**src/rtl/hack_pkg.sv**
```systemverilog
// Shared definitions for the word-oriented memory blocks.
//   WORD_W      : default data word width
//   RAM8_DEPTH  : number of words in one ram8_word
//   RAM8_AW     : address width needed to select one of RAM8_DEPTH words
//   word_t      : one data word of WORD_W bits
package hack_pkg;

    localparam int WORD_W     = 16;
    localparam int RAM8_DEPTH = 8;
    localparam int RAM8_AW    = 3;

    typedef logic [WORD_W-1:0] word_t;

endpackage

```
**src/rtl/ram8_word_reg.sv**
```systemverilog
// word_reg: one WIDTH-bit storage word with synchronous clear and load enable.
// Ports:
//   clk  in   1      rising-edge clock
//   rst  in   1      synchronous active-high clear, wins over load
//   in   in   WIDTH  data to store
//   load in   1      store enable, sampled at the rising edge
//   out  out  WIDTH  stored word
module word_reg
    import hack_pkg::*;
#(
    parameter int WIDTH = WORD_W
) (
    input  logic             clk,
    input  logic             rst,
    input  logic [WIDTH-1:0] in,
    input  logic             load,
    output logic [WIDTH-1:0] out
);

    logic [WIDTH-1:0] r_word;

    always_ff @(posedge clk) begin
        if (rst) begin
            r_word <= '0;
        end else if (load) begin
            r_word <= in;
        end
    end

    assign out = r_word;

endmodule

```
**src/rtl/ram8_word.sv**
```systemverilog
// ram8_word: eight-word memory, synchronous write, combinational read.
// The load strobe is steered one-hot to a single word_reg; the addressed word
// is selected back out through an 8-way mux.
// Ports:
//   clk     in   1      rising-edge clock
//   rst     in   1      synchronous active-high clear of all eight words
//   in      in   WIDTH  write data
//   load    in   1      write strobe, sampled at the rising edge
//   address in   3      word select for both write and read
//   out     out  WIDTH  read data for address
// Build option:
//   RAM8_WRITE_THROUGH_EN - when defined, out bypasses to in while load=1, and
//   is forced to 0 while rst=1, in the same cycle. Undefined: out always shows
//   the stored word, so a write becomes visible only after the edge.
module ram8_word
    import hack_pkg::*;
#(
    parameter int WIDTH = WORD_W
) (
    input  logic               clk,
    input  logic               rst,
    input  logic [WIDTH-1:0]   in,
    input  logic               load,
    input  logic [RAM8_AW-1:0] address,
    output logic [WIDTH-1:0]   out
);

    logic [RAM8_DEPTH-1:0] w_load_onehot;
    logic [WIDTH-1:0]      w_words [RAM8_DEPTH];
    logic [WIDTH-1:0]      w_rd_word;

    // Write decode: exactly one strobe bit when load=1, none otherwise.
    always_comb begin
        w_load_onehot = '0;
        if (load) begin
            w_load_onehot[address] = 1'b1;
        end
    end

    for (genvar g = 0; g < RAM8_DEPTH; g++) begin : g_word
        word_reg #(
            .WIDTH(WIDTH)
        ) u_word (
            .clk (clk),
            .rst (rst),
            .in  (in),
            .load(w_load_onehot[g]),
            .out (w_words[g])
        );
    end

    // Read select.
    always_comb begin
        w_rd_word = w_words[address];
    end

`ifdef RAM8_WRITE_THROUGH_EN
    // Same-cycle view of what the addressed word is about to become.
    always_comb begin
        if (rst) begin
            out = '0;
        end else if (load) begin
            out = in;
        end else begin
            out = w_rd_word;
        end
    end
`else
    assign out = w_rd_word;
`endif

endmodule
```
**config.mk**
```make
export PLATFORM = sky130hd
export DESIGN_NAME = ram8_word
export DESIGN_NICKNAME = d
export VERILOG_FILES = /design/src/rtl/hack_pkg.sv /design/src/rtl/ram8_word_reg.sv /design/src/rtl/ram8_word.sv
export SDC_FILE = /design/constraint.sdc
export NUM_CORES = 1
export LEC_CHECK = 0
export CAP_MARGIN = 10
export CORE_MARGIN = 2
export CORE_UTILIZATION = 40
export CTS_CLUSTER_DIAMETER = 60
export DETAILED_ROUTE_END_ITERATION = 8
export SKIP_LAST_GASP = 1
export SYNTH_ARGS = -nofsm -noshare
export SYNTH_HDL_FRONTEND = slang
export SYNTH_SLANG_ARGS = --single-unit
```
**constraint.sdc**
```tcl
create_clock -name clk -period 1.17 [get_ports clk]
set_input_delay 0.117 -clock clk [delete_from_list [all_inputs] [get_ports clk]]
set_output_delay 0.117 -clock clk [all_outputs]
set_load 0.01 [all_outputs]
```
==> flow_metrics.env, run 1 <==
export IMPL_number_of_buffers_created_by_cts=17
export IMPL_drt_pass1_iterations=5
export IMPL_grt_util_all_layers=0.226
export IMPL_vias=5174
export IMPL_layout_area_overhead_vs_synth_pct=28.5
export IMPL_ctsHoldBuffers=0
export IMPL_grt_start_max_net_pins=71
export IMPL_power_ir_vdd_worst_mv=1.33
export IMPL_finalInstanceArea_sq_mm=0.00753
export IMPL_design_portCount=38
export IMPL_maxCapViolCount=0
export IMPL_remaining_drc_errors=0
export IMPL_clock_fmax_mhz=584
export IMPL_power_density_mw_per_mm2=1380
export IMPL_largest_reg_flops=128
export IMPL_cpPeakStageDelay_ns=0.46
export IMPL_height_of_the_die_um=125
export IMPL_crit_arrival_ns=1.60
export IMPL_layout_worst_path_cycle_share=1.46
export IMPL_routed_wire_length_um=17500
export IMPL_worst_setup_path_start_kind="flip-flop"
export IMPL_design_final_nets=788
export IMPL_detail_route_vias_per_cell=5.38
export IMPL_detailed_place_area_sq_mm=0.00667
export IMPL_yosys_cell_types_count=43
export IMPL_area_used_by_multi_input_combinational_logic_sq_mm=0.00293
export IMPL_synth_edf_count=0
export IMPL_cp_data_required_time_ns=1.05
export IMPL_crit_path_max_fanout=2
export IMPL_post_route_min_period_ns=1.71
export IMPL_synth_cells_most_frequent="nand2_1 (286), dfxtp_1 (128), a21oi_1 (127)"
export IMPL_async_reset_ff_frac=0
export IMPL_normalized_max_slew_margin=0.740
export IMPL_synth_top_area_frac=0.437
export IMPL_htree_num_levels=4
export IMPL_cts_reportedPaths_clkPinSlew_ns=0.05
export IMPL_reported_leakage_power_nw=2.79
export IMPL_fillCellCount=1374
export IMPL_post_synth_cell_area_avg_sq_um=8.41
export IMPL_accumulated_negative_setup_slack_ns=-6.46
export IMPL_fin_total_pwr_mw=10.4
export IMPL_postSynth_topFlopCell="dfxtp_1"
export IMPL_grt_pass1_wl_um=27500
export IMPL_timing_critical_path_depth=3
export IMPL_critical_path_cell_chain="mux4_2 -> mux2_4 -> buf_6"
export IMPL_design_die_area_sq_mm=0.0156
export IMPL_ff_latch_area_sq_mm=0.00259
export IMPL_timing_final_max_slew_violations=0
export IMPL_clock_skew_ns=0
export IMPL_grt_antenna_before_repair=0
export IMPL_hold_path_class="input pin to flip-flop"
export IMPL_cts_num_sinks=128
export IMPL_drive_gt1_frac=0.303
export IMPL_critical_path_buf_inv_count=1
export IMPL_layout_cells_non_filler=962
export IMPL_post_route_worst_setup_slack_ns=-0.543
export IMPL_post_syn_instances=697
export IMPL_placeableCoreArea_sq_mm=0.0144
export IMPL_ff2ff_path_depth=3
export IMPL_cts_path_max_buffers=2
export IMPL_placedCellCount=919
export IMPL_cp_top_family="multiplexers"
export IMPL_synthTopCellsByArea="dfxtp_1 (44%), nand2_1 (18%), a21oi_1 (11%)"
export IMPL_drt_iter0_drc=413
export IMPL_insertion_delay_ns=0.41
export IMPL_wl_per_cell_um=18.2
export IMPL_portBuffers=37
export IMPL_synthesis_area_sq_mm=0.00586
export IMPL_tightest_slew_ns=0.388
export IMPL_gp_congestion=0.825
export IMPL_ctsRootBufferMaster="clkbuf_16"
export IMPL_finalHoldViolCount=0
export IMPL_cts_tree="yes"
export IMPL_whs_path_depth=3
export IMPL_dpl_hpwl_um=11700
export IMPL_die_width_um=125
export IMPL_synthMostInstantiatedCell="nand2_1"
export IMPL_synth_warnings=0
export IMPL_postSynthNetCount=719
export IMPL_critPathKind="flip-flop to output pin"
export IMPL_globalRouteOverflowTotal=0
export IMPL_cpMaxStageDelayCell="mux4_2"
export IMPL_worst_setup_path_end_kind="output pin"
export IMPL_antenna_diode_count=0
export IMPL_fp_row_count=44
export IMPL_grt_pass1_vias=5098
export IMPL_timing_final_setup_violations=17
export IMPL_ant_nets=0
export IMPL_failed_checks="setup timing"
export IMPL_rsz0062_at_grt="yes"
export IMPL_start_util=0.407
export IMPL_ys_seq_area_frac=0.437
export IMPL_outcome="complete, but fails checks"
export IMPL_synth_ff_latch_count=128
export IMPL_leading_area_contributor_after_synthesis="dfxtp_1"
[placed cells by master, fill, tap and decap left out, types with 4 or more instances in the layout]
| cell | Yosys | layout |
|---|---|---|
| buf_6 | 18 | 19 |
| a21oi_2 | 1 | 4 |
| a21oi_1 | 127 | 124 |
| mux4_2 | 18 | 22 |
| clkdlybuf4s50_1 | 0 | 16 |
| clkinv_2 | 0 | 4 |
| nand2_1 | 286 | 260 |
| buf_2 | 7 | 6 |
| nand2_2 | 0 | 26 |
| clkbuf_16 | 0 | 17 |
| dfxtp_2 | 0 | 23 |
| buf_4 | 15 | 69 |
| buf_12 | 1 | 11 |
| clkbuf_1 | 24 | 5 |
| mux2i_1 | 4 | 4 |
| mux2_4 | 0 | 6 |
| dfxtp_1 | 128 | 105 |
[area by class of cell]
cell class              count  share of cell area
clock buffers              25              0.0644
clock inverters             6             0.00764
inverters                   1            0.000498
multi-input cells         493               0.389
flip-flops and latches    128               0.344
well taps                 184              0.0306
repair buffers            125               0.164
[final timing paths]
path / from / to / slack, ns
setup / recovery: g_word[6].u_word.out[13] / out[13] / -0.54
hold / removal: rst / g_word[2].u_word.out[3] / 0.17
setup reg to reg: g_word[4].u_word.out[4] / g_word[4].u_word.out[4] / 0.49
hold reg to reg: g_word[7].u_word.out[13] / g_word[7].u_word.out[13] / 0.45
[logic make-up (layout without fill, tap and decap cells)]
logic type | count (synthesis) | after routing | share of synthesized area
AO/OA/AOI/OAI | 147 | 147 | 0.136
buffers and inverters | 76 | 157 | 0.0911
flip-flops | 128 | 128 | 0.437
multiplexers | 34 | 34 | 0.109
AND/OR/NAND/NOR | 312 | 312 | 0.227
[through the flow]
stage	hold slack (ns)	setup slack (ns)	util
detailed placement	0.444	-0.747	0.463
finish	0.174	-0.543	0.522
floorplan	0.371	-0.0616	-
global placement	0.437	-0.724	0.463
global route	0.195	-0.570	0.522
CTS	0.162	-0.560	0.514
[worst register-to-register path: stages, from the launching register on]
cell	delay, ns
dfxtp_2	0.32
buf_4	0.10
nand2_1	0.05
a21oi_1	0.14
[report_power, final]
| group | internal (mW) | leakage (nW) | switching, mW |
|---|---|---|---|
| Clock | 3.06 | 0.267 | 1.81 |
| Combinational | 0.474 | 1.47 | 0.557 |
| Sequential | 4.46 | 1.05 | 0.0484 |
[layer usage]
layer | global-route usage | part of all wire | vias to the layer above
li1 | - | - | 2474
met1 | 0.293 | 0.43 | 2503
met2 | 0.374 | 0.48 | 159
met3 | 0.0509 | 0.059 | 38
met4 | 0.0778 | 0.024 | 0
met5 | 0 | 0 | -
[what timing repair did]
action / CTS / global route
setup endpoints to repair: 85 / 46
buffers inserted: 6 / 4
resized for setup: 125 / 32
pin swaps: 19 / 16
cloned: 2 / 0
Note: power is estimated with default switching activity, not from simulation.
==> inputs of run 2 (changes only) <==
CAP_MARGIN = 20   (was 10)
CORE_UTILIZATION = 53   (was 40)
PLACE_DENSITY = 0.75   (was not set)
==> run 2 against run 1 <==
  * The run still ends with setup timing left
  * First-iteration DRC count grew 6.1%
  * Register-to-register slack worse by 0.09 ns
  * Global-route usage rose by 6.7 points
  * Design area fell by 2.5%
  * Critical path type unchanged
  * Highest routed layer unchanged
==> flow_metrics.env, run 2 (same netlist as run 1, synthesis figures left out) <==
export IMPL_power_ir_vdd_worst_mv=1.16
export IMPL_timing_critical_path_from="g_word[6].u_word.out[13]"
export IMPL_worst_setup_path_end_kind="output pin"
export IMPL_largest_reg_flops=128
export IMPL_mostFrequentLayoutCell="nand2_1"
export IMPL_design_portCount=38
export IMPL_drive_gt1_frac=0.281
export IMPL_layout_worst_path_cycle_share=1.57
export IMPL_design_die_area_sq_mm=0.0119
export IMPL_timing_critical_path_depth=3
export IMPL_die_width_um=109
export IMPL_tightest_slew_ns=0.409
export IMPL_critical_path_cell_chain="mux4_2 -> mux2_4 -> buf_6"
export IMPL_cp_data_required_time_ns=1.05
export IMPL_cts_num_sinks=128
export IMPL_timing_critical_path_to="out[13]"
export IMPL_design_final_nets=784
export IMPL_cpPeakStageDelay_ns=0.47
export IMPL_post_route_min_period_ns=1.84
export IMPL_antenna_diode_count=0
export IMPL_critPathKind="flip-flop to output pin"
export IMPL_grt_antenna_before_repair=0
export IMPL_failed_checks="setup timing"
export IMPL_vias=5325
export IMPL_critical_path_buf_inv_count=1
export IMPL_cts_path_max_buffers=2
export IMPL_start_util=0.541
export IMPL_fillCellCount=884
export IMPL_reported_leakage_power_nw=2.74
export IMPL_outcome="complete, but fails checks"
export IMPL_finalHoldViolCount=0
export IMPL_r2r_end="g_word[3].u_word.out[14]"
export IMPL_cpMaxStageDelayCell="mux4_2"
export IMPL_wl_per_cell_um=18.4
export IMPL_rsz0062_at_grt="yes"
export IMPL_gp_congestion=0.862
export IMPL_reg2reg_slack_ns=0.40
export IMPL_placeableCoreArea_sq_mm=0.0108
export IMPL_clock_fmax_mhz=544
export IMPL_grt_start_max_net_pins=61
export IMPL_commonest_non_fill_non_tap_cells_in_the_layout="nand2_1 (265), a21oi_1 (127), dfxtp_1 (112)"
export IMPL_cts_reportedPaths_clkPinSlew_ns=0.06
export IMPL_crit_arrival_ns=1.72
export IMPL_detailed_place_area_sq_mm=0.00664
export IMPL_cts_tree="yes"
export IMPL_height_of_the_die_um=109
export IMPL_timing_final_setup_violations=16
export IMPL_ant_nets=0
export IMPL_grt_util_all_layers=0.294
export IMPL_insertion_delay_ns=0.53
export IMPL_power_density_mw_per_mm2=1490
export IMPL_worst_setup_path_start_kind="flip-flop"
export IMPL_crit_path_max_fanout=2
export IMPL_drt_pass1_iterations=5
export IMPL_worstReg2RegStart="g_word[3].u_word.out[14]"
export IMPL_fp_row_count=38
export IMPL_routed_wire_length_um=16800
export IMPL_dpl_hpwl_um=11300
export IMPL_hold_path_startpoint="in[2]"
export IMPL_normalized_max_slew_margin=0.726
export IMPL_hold_path_class="input pin to flip-flop"
export IMPL_globalRouteOverflowTotal=0
export IMPL_finalInstanceArea_sq_mm=0.00735
export IMPL_htree_num_levels=4
export IMPL_detail_route_vias_per_cell=5.82
export IMPL_grt_pass1_vias=5256
export IMPL_maxCapViolCount=0
export IMPL_timing_final_max_slew_violations=0
export IMPL_cp_top_family="multiplexers"
export IMPL_fin_total_pwr_mw=10.9
export IMPL_ff2ff_path_depth=4
export IMPL_layout_area_overhead_vs_synth_pct=25.3
export IMPL_post_route_worst_setup_slack_ns=-0.668
export IMPL_ctsRootBufferMaster="clkbuf_8"
export IMPL_remaining_drc_errors=0
export IMPL_grt_pass1_wl_um=26100
export IMPL_number_of_buffers_created_by_cts=17
export IMPL_portBuffers=37
export IMPL_drt_iter0_drc=438
export IMPL_clock_skew_ns=0
-- run 2: cell types whose count changed in the layout (fill, tap and decap cells not counted), moves of 4 or more --
cell and delta:
buf_6 -9, buf_2 +4, buf_4 +6, nand2_1 +5
dfxtp_2 -7, nand2_2 -5, dfxtp_1 +7
-- run 2: power breakdown --
| part | internal, mW | total (mW) | switching [mW] |
|---|---|---|---|
| clock network | 3.62 | 5.50 | 1.88 |
| logic | 0.409 | 0.942 | 0.533 |
| registers | 4.46 | 4.51 | 0.0497 |
| total | 8.48 | 10.9 | 2.47 |
-- run 2: final cells by class --
cell class	instances	area, sq um	area share
flip-flops and latches	128	2580	0.352
repair buffers	121	1070	0.145
multi-input cells	493	2900	0.394
clock buffers	22	463	0.0630
inverters	1	3.75	0.000511
clock inverters	10	158	0.0215
well taps	140	175	0.0238
-- run 2: how the worst min path moves through the flow --
stage                               end  cells after the start
2_1_floorplan  g_word[0].u_word.out[13]                      3
3_3_place_gp    g_word[0].u_word.out[0]                      2
3_5_place_dp    g_word[0].u_word.out[0]                      2
4_1_cts        g_word[3].u_word.out[14]                      3
5_1_grt         g_word[7].u_word.out[2]                      4
6_report        g_word[0].u_word.out[2]                      4
-- run 2: per-stage QoR --
| step | instances | util | hold slack, ns | worst slack, ns | TNS [ns] |
|---|---|---|---|---|---|
| floorplan | 697 | - | 0.371 | -0.0616 | -1.34 |
| global placement | 879 | 0.612 | 0.418 | -0.745 | -61.96 |
| detailed placement | 879 | 0.612 | 0.428 | -0.749 | -67.26 |
| CTS | 915 | 0.676 | 0.315 | -0.690 | -8.80 |
| global route | 915 | 0.678 | 0.334 | -0.694 | -9.05 |
| finish | 915 | 0.678 | 0.337 | -0.668 | -8.43 |
-- run 2: worst register-to-register path: cells and delay by family, from the launching register on --
kind,cells,cell delay [ns]
DFF,1,0.32
and+or+nand+nor,1,0.04
AOI/OAI and AO/OA,1,0.06
buffers and inverters,2,0.23
-- run 2: per-layer routing --
metal,global-route usage,vias up,wire length (um)
li1,-,2456,-
met5,0,-,0
met2,0.499,261,8240
met3,0.0687,45,1530
met4,0.132,0,554
met1,0.353,2563,6490
-- run 2: timing repair --
action / in CTS / in global routing
hold buffers: 1 / 0
setup buffers: 3 / 0
setup endpoints to repair: 26 / 49
gates resized for setup: 101 / 15
pin swaps: 21 / 7
endpoints found under the hold margin: 11 / 0
